File: src/rtl/block_pkg.sv
// Shared definitions for the block serial link.
// State encoding and the parity rule used by both link ends.
package block_pkg;

  localparam logic [1:0] IDLE  = 2'd0;
  localparam logic [1:0] DATA  = 2'd1;
  localparam logic [1:0] PAR   = 2'd2;
  localparam logic [1:0] GAP_S = 2'd3;

  function automatic logic even_par(input logic [63:0] d);
    return ^d;
  endfunction

endpackage

File: src/rtl/block_tx_shift.sv
// Load/shift register for one outgoing frame.
// Tracks bit position and captures parity at load time.
module block_tx_shift
  import block_pkg::*;
#(
  parameter int WIDTH = 8
) (
  input  logic             clk,
  input  logic             rst_n,
  input  logic             load,
  input  logic             shift,
  input  logic [WIDTH-1:0] din,
  output logic             bit_o,
  output logic             par,
  output logic             last
);

  localparam int CW = $clog2(WIDTH + 1);
  localparam logic [CW-1:0] CLAST = CW'(WIDTH - 1);

  logic [WIDTH-1:0] sr;
  logic [CW-1:0]    cnt;

  always_ff @(posedge clk or negedge rst_n) begin
    if (!rst_n) begin
      sr  <= '0;
      cnt <= '0;
      par <= 1'b0;
    end else if (load) begin
      sr  <= din;
      cnt <= '0;
      par <= even_par(64'(din));
    end else if (shift) begin
      sr  <= {sr[WIDTH-2:0], 1'b0};
      cnt <= last ? '0 : cnt + CW'(1);
    end
  end

  assign bit_o = sr[WIDTH-1];
  assign last  = (cnt == CLAST);

endmodule

File: src/rtl/block_serial_tx.sv
// Serial frame source for block: one-word buffer,
// MSB-first data plus even parity under a frame strobe.
module block_serial_tx
  import block_pkg::*;
#(
  parameter int WIDTH = 8,
  parameter int GAP   = 1
) (
  input  logic             clk,
  input  logic             reset,
  input  logic [WIDTH-1:0] data_in,
  input  logic             valid_in,
  output logic             ready_out,
  output logic             out1,
  output logic             out2,
  output logic             busy
);

  localparam int GW = (GAP > 0) ? $clog2(GAP + 1) : 1;
  localparam logic [GW-1:0] GLAST = GW'((GAP > 0) ? GAP - 1 : 0);

  logic [WIDTH-1:0] hold;
  logic             hold_valid;
  logic [1:0]       state;
  logic [1:0]       state_nx;
  logic [GW-1:0]    gcnt;
  logic             load;
  logic             shift;
  logic             sh_bit;
  logic             sh_par;
  logic             sh_last;

  assign ready_out = ~hold_valid;
  assign busy      = (state != IDLE) | hold_valid;

  always_ff @(posedge clk or negedge reset) begin
    if (!reset) begin
      hold       <= '0;
      hold_valid <= 1'b0;
    end else if (valid_in && !hold_valid) begin
      hold       <= data_in;
      hold_valid <= 1'b1;
    end else if (load) begin
      hold_valid <= 1'b0;
    end
  end

  always_comb begin
    state_nx = state;
    load     = 1'b0;
    shift    = 1'b0;
    unique case (1'b1)
      state == IDLE: begin
        if (hold_valid) begin
          load     = 1'b1;
          state_nx = DATA;
        end
      end
      state == DATA: begin
        shift = 1'b1;
        if (sh_last) state_nx = PAR;
      end
      state == PAR: begin
        if (GAP > 0) begin
          state_nx = GAP_S;
        end else if (hold_valid) begin
          load     = 1'b1;
          state_nx = DATA;
        end else begin
          state_nx = IDLE;
        end
      end
      state == GAP_S: begin
        if (gcnt == GLAST) begin
          if (hold_valid) begin
            load     = 1'b1;
            state_nx = DATA;
          end else begin
            state_nx = IDLE;
          end
        end
      end
      default: ;
    endcase
  end

  always_ff @(posedge clk or negedge reset) begin
    if (!reset) begin
      state <= IDLE;
      gcnt  <= '0;
    end else begin
      state <= state_nx;
      if (state == GAP_S && gcnt != GLAST) gcnt <= gcnt + GW'(1);
      else gcnt <= '0;
    end
  end

  block_tx_shift #(.WIDTH(WIDTH)) u_shift (
    .clk   (clk),
    .rst_n (reset),
    .load  (load),
    .shift (shift),
    .din   (hold),
    .bit_o (sh_bit),
    .par   (sh_par),
    .last  (sh_last)
  );

  // outputs lag the FSM by one flop so the line is glitch-free
  always_ff @(posedge clk or negedge reset) begin
    if (!reset) begin
      out1 <= 1'b0;
      out2 <= 1'b0;
    end else begin
      out2 <= (state == DATA) | (state == PAR);
      out1 <= (state == DATA) ? sh_bit :
              (state == PAR)  ? sh_par : 1'b0;
    end
  end

endmodule

File: config.mk
export PLATFORM = sky130hd
export DESIGN_NAME = block_serial_tx
export DESIGN_NICKNAME = d
export VERILOG_FILES = /design/src/rtl/block_pkg.sv /design/src/rtl/block_tx_shift.sv /design/src/rtl/block_serial_tx.sv
export SDC_FILE = /design/constraint.sdc
export NUM_CORES = 1
export LEC_CHECK = 0
export ABC_AREA = 1
export BUFFER_PORTS_ARGS = -buffer_cell sky130_fd_sc_hd__buf_4
export CORE_MARGIN = 2
export CORE_UTILIZATION = 35
export DETAILED_ROUTE_END_ITERATION = 16
export RECOVER_POWER = 50
export SYNTH_ARGS = -nofsm -noshare
export SYNTH_HDL_FRONTEND = slang
export SYNTH_SLANG_ARGS = --single-unit
File: constraint.sdc
create_clock -name clk -period 1.4 [get_ports clk]
set_input_delay 0.28 -clock clk [delete_from_list [all_inputs] [get_ports clk]]
set_output_delay 0.28 -clock clk [all_outputs]
set_load 0.03 [all_outputs]
==> results_dict.tcl, run 1 <==
set metrics [dict create \
    status "finished with violations" \
    violations "setup timing" \
    p_leak_uw 0.000916 \
    postRouteAntennaNets 0 \
    drive_gt1_share_pct 27.9 \
    area_delta_synth_final_pct 23.2 \
    drt_iter0_drc 30 \
    slew_viol_final 0 \
    root_buffer "clkbuf_8" \
    die-area_mm2 0.00469 \
    hold_class "in2reg" \
    drcViolationCount 0 \
    nFillCells 412 \
    diodes 0 \
    pwr-share-seq_pct 32.7 \
    gp_congestion 0.760 \
    grt_antenna_before_repair 0 \
    syn_inst 172 \
    hpwl_mm 2.01 \
    clkSinkCount 27 \
    min_period_ps 1450 \
    final_nets 220 \
    path_cells "inv_2, ha_4, nand2_2, buf_6" \
    mostFrequentLayoutCells "nand2_1 (43), dfrtp_1 (26), buf_4 (26)" \
    initial_utilization_pct 36.3 \
    fin_cells 251 \
    p_clk_share_pct 10.5 \
    numCtsBuffers 3 \
    wire_per_inst_um 10.8 \
    arrival_ps 1170 \
    endpoint_kind "output pin" \
    drt-total-wl_mm 2.70 \
    die_w_um 68.5 \
    fin_crit_sh_pct 104 \
    setup_ws_ps -50.6 \
    syn_area_mm2 0.00145 \
    num_vias 1132 \
    path_delay_family "flip-flops" \
    power_frac_comb_pct 56.8 \
    power_uw 4250 \
    insertion_delay_ps 270 \
    yosys.area.top_type "dfrtp_1" \
    critical_path.max_stage_delay_ps 430 \
    finClkSkew_ps 4.49 \
    layout_commonest_cell "nand2_1" \
    grt_pass1_vias 1057 \
    dr.pass1.iters 4 \
    grt_max_degree 28 \
    vdd.ir_drop.worst_mv 1.28 \
    dpl.cell_count 243 \
    cp_max_fo 4 \
    slowest_stage "dfrtp_1" \
    switchingPower_uw 1810 \
    clk_pin_slew_ps 90 \
    crit_path_start_kind "flop" \
    vias_per_cell 4.51 \
    max_clock_freq_mhz 689 \
    grtUsageTotal_pct 13.3 \
    htree_levels 1 \
    rsz0062_at_grt "yes" \
    post-route-util_pct 44.8 \
    worst_pin_slew_ps 669 \
    grt_remaining_overflow 0 \
    maxCapViolations 0 \
    yosys.area.top_type_share_pct 46.5 \
    crit_buf_inv 2 \
    yosysSeqAreaShare_pct 46.5 \
    rows 23 \
    yosys-top-cells-area "dfrtp_1 (46%), nand2_1 (12%), nand3_1 (6.5%), ha_1 (6.0%), inv_1 (4.4%)" \
    synth.avg_cell_area_um2 8.45 \
    ys_types 24 \
    required_ps 1120 \
    power_density_mw_per_mm2 2370 \
    coreArea_mm2 0.00400 \
    portBuffers 14 \
    finalSetupViolations 10 \
    syn_nets 190 \
    path_class "reg2out" \
    hold_viol 0 \
    grt_first_pass_wirelength_mm 4.70 \
    synth_warnings 0 \
    p_int_uw 2430 \
    relSlewSlack_pct 55.4 \
    power_switching_share_pct 42.7 \
    dp_slack_ps -86.5 \
    cts_tree "done" \
    ys_ff_latch 27 \
    io_pins 15 \
    cts_max_path_buffers 2 \
    fin_tns_setup_ps -165 \
    die_y_um 68.5 \
]
[cell families after synthesis]
group                    count (synthesis)  synth area share [%]
AND/OR/NAND/NOR                         82                  23.7
XOR/XNOR                                 3                  1.81
adder cells (fa/ha/maj)                  7                  6.02
other                                    1                 0.258
AO/OA/AOI/OAI                           27                  13.3
buffers and inverters                   25                  8.52
flip-flops                              27                  46.5
[per-layer routing]
layer | GRT usage (%) | up-vias | wire, um
li1 | - | 608 | -
met1 | 19.4 | 509 | 1360
met2 | 20.4 | 13 | 1260
met3 | 2.14 | 2 | 65
met4 | 3.75 | 0 | 21
met5 | 0 | - | 0
[stage by stage]
step / cell area [um2] / hold WS, ps
after CTS: 1780 / 243
after global placement: 1690 / 217
after global routing: 1790 / 258
final: 1790 / 249
after floorplan: 1470 / -15.6
after detailed placement: 1690 / 221
[cell type report]
cell class	instances	area [um2]	area share, %
clock inverter	1	7.51	0.419
tap	50	62.6	3.49
sequential	27	677	37.8
clock buffer	3	41.3	2.30
timing repair buffer	30	241	13.5
multi-input combinational	120	687	38.3
inverter	20	75.1	4.19
[power by group through the flow]
stage	Clock [uW]	Combinational, uW	Sequential (uW)
3_5_place_dp	0	2300	1400
2_1_floorplan	0	1660	1380
6_report	448	2410	1390
3_3_place_gp	0	2260	1400
4_1_cts	467	2410	1390
5_1_grt	487	2790	1440
[state kept, by name, indices dropped and copies added (netlist names)]
register and cells:
hold 8, state 2, gcnt 1, hold_valid 1
u_shift.par 1, out2 1, u_shift.sr 8, out1 1
u_shift.cnt 4
[synth_stat cells (all sizes together)]
cell,number
conb,1
dfrtp,27
xor2,2
a21oi,8
a22oi,1
xnor2,1
buf,5
o21ai,10
nor2,15
nand2b,1
nand2,47
inv,20
o211ai,7
o21a,1
nand3,19
ha,7
[path summary, 6_finish.rpt]
| kind | to | depth (start not counted) | start | slack [ps] |
|---|---|---|---|---|
| worst max-delay path | busy | 4 | state[1] | -50 |
| worst max register to register | state[1] | 5 | state[0] | -40 |
| worst min register to register | u_shift.par | 2 | u_shift.par | 500 |
| worst min-delay path | hold[3] | 3 | data_in[3] | 250 |
| max in group asynchronous | state[0] | 2 | reset | 360 |
| min in group asynchronous | hold[0] | 2 | reset | 570 |
[repair_timing]
item	in CTS	in global routing
setup buffers	3	0
endpoints found under the hold margin	27	0
pin swaps	1	2
setup endpoints to repair	15	17
hold buffers	1	0
resized for setup	7	6
[tightest hold or removal path, cell delays in order]
cell and delay [ps]:
buf_4 70, nor2_1 30, a21oi_1 100
Note: power is estimated with default switching activity, not from simulation.
==> inputs of run 2 (changes only) <==
- ABC_AREA: 1 -> default
- clock period: 1.4 -> 1.51 ns (I/O delays scaled with it)
==> results_dict.tcl, run 2 <==
set metrics [dict create \
    status "finished with violations" \
    violations "setup timing" \
    fin_crit_sh_pct 117 \
    path_delay_family "simple AND/OR/NAND/NOR gates" \
    portBuffers 14 \
    io_pins 15 \
    ys_ff_latch 27 \
    synth_common_cells "dfrtp_1 (27), nor2_1 (11), a21oi_1 (10), mux2i_1 (8)" \
    finalSetupViolations 11 \
    grt_pass1_vias 956 \
    grt_remaining_overflow 0 \
    syn_nets 134 \
    yosys-top-cells-area "dfrtp_1 (52%), ha_1 (6.8%), mux2i_1 (6.2%), mux2_1 (6.1%), xnor2_1 (4.7%)" \
    root_buffer "clkbuf_8" \
    worst_pin_slew_ps 685 \
    vdd.ir_drop.worst_mv 0.999 \
    yosys.area.top_type_share_pct 52.2 \
    crit_path_start "state[0]" \
    die-area_mm2 0.00420 \
    r2r_start "state[0]" \
    fin_hold_ws_ps 233 \
    die_y_um 64.8 \
    clk_pin_slew_ps 90 \
    cts_max_path_buffers 2 \
    vias_per_cell 4.65 \
    initial_utilization_pct 35.9 \
    drt_iter0_drc 9 \
    ys.flop_type "dfrtp_1" \
    r2r_cells 4 \
    cts_tree "done" \
    cp_max_fo 4 \
    area_delta_synth_final_pct 47.2 \
    clkSinkCount 27 \
    synth_warnings 0 \
    rsz0062_at_grt "yes" \
    coreArea_mm2 0.00361 \
    ys_types 27 \
    reg.largest.list "hold x8, u_shift.sr x8, u_shift.cnt x4" \
    drcViolationCount 0 \
    path_depth 4 \
    dr.pass1.iters 4 \
    gp_congestion 0.702 \
    synth.avg_cell_area_um2 11.2 \
    relSlewSlack_pct 54.3 \
    drive_gt1_share_pct 48.3 \
    diodes 0 \
    wire_per_inst_um 13.5 \
    yosys.area.top_type "dfrtp_1" \
    critical_path.max_stage_delay_ps 550 \
    hold_viol 0 \
    insertion_delay_ps 270 \
    crit_path_start_kind "flop" \
    power_uw 4730 \
    grtUsageTotal_pct 14.1 \
    power_density_mw_per_mm2 2480 \
    grt_antenna_before_repair 0 \
    final_nets 170 \
    die_w_um 64.8 \
    synth_edf_count 0 \
    num_vias 926 \
    dp_slack_ps -263 \
    grt_first_pass_wirelength_mm 4.48 \
    drt-total-wl_mm 2.69 \
    synth.most_common_cell "dfrtp_1" \
    hold_start "data_in[0]" \
    grt_max_degree 28 \
    hpwl_mm 1.69 \
    crit_buf_inv 0 \
    max_clock_freq_mhz 567 \
    required_ps 1670 \
    maxCapViolations 0 \
    hold_depth 3 \
    fin_cells 199 \
    postRouteAntennaNets 0 \
    syn_area_mm2 0.00129 \
    rows 22 \
    yosysSeqAreaShare_pct 52.2 \
    setup_ws_ps -253 \
    layout_commonest_cell "dfrtp_1" \
    hold_class "in2reg" \
    nFillCells 297 \
    mostFrequentLayoutCells "dfrtp_1 (25), buf_4 (23), mux2i_1 (8)" \
    slowest_stage "or4_4" \
    slew_viol_final 0 \
    htree_levels 1 \
    synth-async-reset-ratio_pct 100 \
    p_leak_uw 0.000827 \
    endpoint_kind "flop" \
    min_period_ps 1760 \
    path_class "reg2reg" \
    arrival_ps 1920 \
    path_cells "ha_2, or4_4, o2111ai_4, mux2_4" \
    dpl.cell_count 185 \
    syn_inst 116 \
    finClkSkew_ps 8.17 \
    numCtsBuffers 3 \
]
==> run 2: changes by cell type after synthesis, sizes merged, moves of 5 or more <==
cell and delta:
mux2i +8, nand2 -40, nand3 -18, inv -14, o21ai -5, xnor2 +6
mux2 +8, o211ai -7
==> run 2: layout make-up <==
type | instances | area, um2 | share of cell area, %
flip-flops and latches | 27 | 678 | 35.6
multi-input cells | 79 | 737 | 38.7
repair buffers | 35 | 348 | 18.3
clock inverters | 1 | 7.51 | 0.394
clock buffers | 3 | 41.3 | 2.17
inverters | 6 | 32.5 | 1.71
well taps | 48 | 60.1 | 3.15
==> run 2: power by group <==
group	internal (uW)	switching [uW]	total (uW)
clock network	187	235	422
logic	1640	1310	2940
registers	1070	298	1360
==> run 2: what timing repair did <==
action / 4_1_cts / 5_1_grt
pin swaps: 3 / 4
buffers inserted: 3 / 5
hold buffers: 1 / 0
setup endpoints to repair: 17 / 17
gates resized for setup: 34 / 22
hold endpoints to repair: 27 / 0
cloned: 3 / 0
==> run 2: tightest hold or removal path: stages <==
cell     delay, ps
buf_4           80
nand2_1         30
o21ai_1         50
==> run 2: metrics by stage <==
step | util [%] | instance area [um2] | setup TNS (ps)
global route | 52.8 | 1900 | -1490
CTS | 51.0 | 1840 | -2750
floorplan | - | 1300 | -231
finish | 52.8 | 1900 | -685
detailed placement | 42.7 | 1540 | -1440
global placement | 42.7 | 1540 | -621
==> run 2: path summary, 6_finish.rpt <==
| kind | end | slack [ps] |
|---|---|---|
| max | state[1] | -250 |
| min in group asynchronous | out1 | 590 |
| max in group asynchronous | state[1] | 430 |
| min | hold[0] | 230 |
| max reg2reg | state[1] | -250 |
| min reg2reg | out1 | 500 |
==> run 2: cell families after synthesis <==
family | count (synthesis) | share of synthesized area [%]
XOR/XNOR | 8 | 5.42
buffers and inverters | 10 | 3.19
AND/OR/NAND/NOR | 29 | 10.6
multiplexers | 16 | 13.4
AO/OA/AOI/OAI | 18 | 8.03
flip-flops | 27 | 52.2
adder cells (fa/ha/maj) | 7 | 6.77
other | 1 | 0.290
==> run 2: layer usage <==
layer  track usage [%]  vias up  wire length, um
met5                 0        -                0
met3              2.08        2               38
met2              22.9        8             1340
met1              18.8      455             1300
met4              5.59        0                6
li1                  -      461                -
==> inputs of run 3 (changes only) <==
- ABC_AREA: default -> 1
==> results_dict.tcl, run 3 (same netlist as run 1, synthesis figures left out) <==
set metrics [dict create \
    status "completed" \
    gp_congestion 0.814 \
    die-area_mm2 0.00469 \
    fin_crit_sh_pct 98.0 \
    placed_cell_area_mm2 0.00166 \
    cts_tree "done" \
    rsz0062_at_grt "yes" \
    num_vias 1124 \
    grtUsageTotal_pct 13.3 \
    hold_class "in2reg" \
    min_period_ps 1480 \
    dr.pass1.iters 4 \
    numCtsBuffers 3 \
    slew_viol_final 0 \
    cp_max_fo 4 \
    mostFrequentLayoutCells "nand2_1 (44), dfrtp_1 (27), buf_4 (21)" \
    htree_levels 1 \
    portBuffers 14 \
    fin_tns_setup_ps 0 \
    grt_antenna_before_repair 0 \
    arrival_ps 1180 \
    clkSinkCount 27 \
    crit_buf_inv 2 \
    grt_pass1_vias 1004 \
    slowest_stage "dfrtp_1" \
    drive_gt1_share_pct 26.3 \
    p_leak_uw 0.000915 \
    relSlewSlack_pct 54.3 \
    grt_first_pass_wirelength_mm 4.70 \
    maxCapViolations 0 \
    worst_pin_slew_ps 685 \
    rows 23 \
    fin_hold_ws_ps 264 \
    vias_per_cell 4.53 \
    final_nets 217 \
    wire_per_inst_um 11.1 \
    path_delay_family "flip-flops" \
    fin_area_mm2 0.00178 \
    dpl.cell_count 241 \
    path_class "reg2out" \
    reg.largest.list "hold x8, u_shift.sr x8, u_shift.cnt x4" \
    cts_max_path_buffers 2 \
    finClkSkew_ps 5.84 \
    critical_path.max_stage_delay_ps 440 \
    root_buffer "clkbuf_8" \
    power_density_mw_per_mm2 2190 \
    layout_commonest_cell "nand2_1" \
    coreArea_mm2 0.00400 \
    hpwl_mm 1.97 \
    insertion_delay_ps 270 \
    post-route-util_pct 44.6 \
    finalSetupViolations 0 \
    max_clock_freq_mhz 676 \
    required_ps 1210 \
    fin_cells 248 \
    vdd.ir_drop.worst_mv 1.01 \
    grt_remaining_overflow 0 \
    grt_max_degree 28 \
    drt-total-wl_mm 2.76 \
    endpoint_kind "output pin" \
    nFillCells 393 \
    die_w_um 68.5 \
    die_y_um 68.5 \
    diodes 0 \
    clk_pin_slew_ps 100 \
    crit_path_start_kind "flop" \
    postRouteAntennaNets 0 \
    hold_viol 0 \
    area_delta_synth_final_pct 22.6 \
    io_pins 15 \
    drcViolationCount 0 \
    path_cells "inv_2, ha_4, nand2_2, buf_6" \
    drt_iter0_drc 34 \
    initial_utilization_pct 36.3 \
]
run 3: layer usage:
layer  GRT usage [%]  vias to the layer above  wire (um)  share of wire (%)
li1                -                      603          -                  -
met1            20.2                      500       1390                 50
met2            18.8                       17       1260                 46
met3            2.47                        4         79                2.9
met4            4.50                        0         33                1.2
met5               0                        -          0                  0
run 3: worst paths after layout:
kind | startpoint | endpoint | slack, ps | cells after the start
max | state[1] | busy | 30 | 4
min | data_in[3] | hold[3] | 260 | 3
max reg2reg | state[0] | state[1] | 40 | 5
min reg2reg | u_shift.par | u_shift.par | 500 | 2
max in group asynchronous | reset | u_shift.par | 480 | 2
min in group asynchronous | reset | hold[1] | 590 | 2
run 3: power breakdown:
| group | leakage, uW | switching [uW] | internal, uW | total [uW] |
|---|---|---|---|---|
| logic | 0.000570 | 1220 | 988 | 2210 |
| registers | 0.000323 | 235 | 1050 | 1280 |
| clock network | 0.0000217 | 236 | 187 | 423 |
run 3: worst reg2reg max path, delay by kind of cell (launching register included):
family                   cells  cell delay, ps
adder cells (fa/ha/maj)      1             250
flip-flops                   1             430
buffers and inverters        1             150
AO/OA/AOI/OAI                2             370
AND/OR/NAND/NOR              1             170
run 3: metrics by stage:
stage / setup slack, ps / total power (uW)
4_1_cts: 0.615 / 3810
3_5_place_dp: 7.66 / 3320
5_1_grt: -55.7 / 4300
6_report: 30.6 / 3910
2_1_floorplan: 28.9 / 2770
3_3_place_gp: 32.3 / 3300
run 3: final cells by class:
cell class / count / area (um2) / area share, %
Timing Repair Buffer: 27 / 226 / 12.7
Tap cell: 50 / 62.6 / 3.51
Clock buffer: 3 / 41.3 / 2.32
Clock inverter: 1 / 7.51 / 0.421
Inverter: 20 / 75.1 / 4.21
Multi-Input combinational cell: 120 / 694 / 38.9
Sequential cell: 27 / 676 / 37.9
run 3: timing repair:
item	4_1_cts	5_1_grt
endpoints found under the setup margin	3	9
hold buffers	1	0
buffers inserted	0	2
pin swaps	0	3
gates resized for setup	4	13
endpoints found under the hold margin	27	0
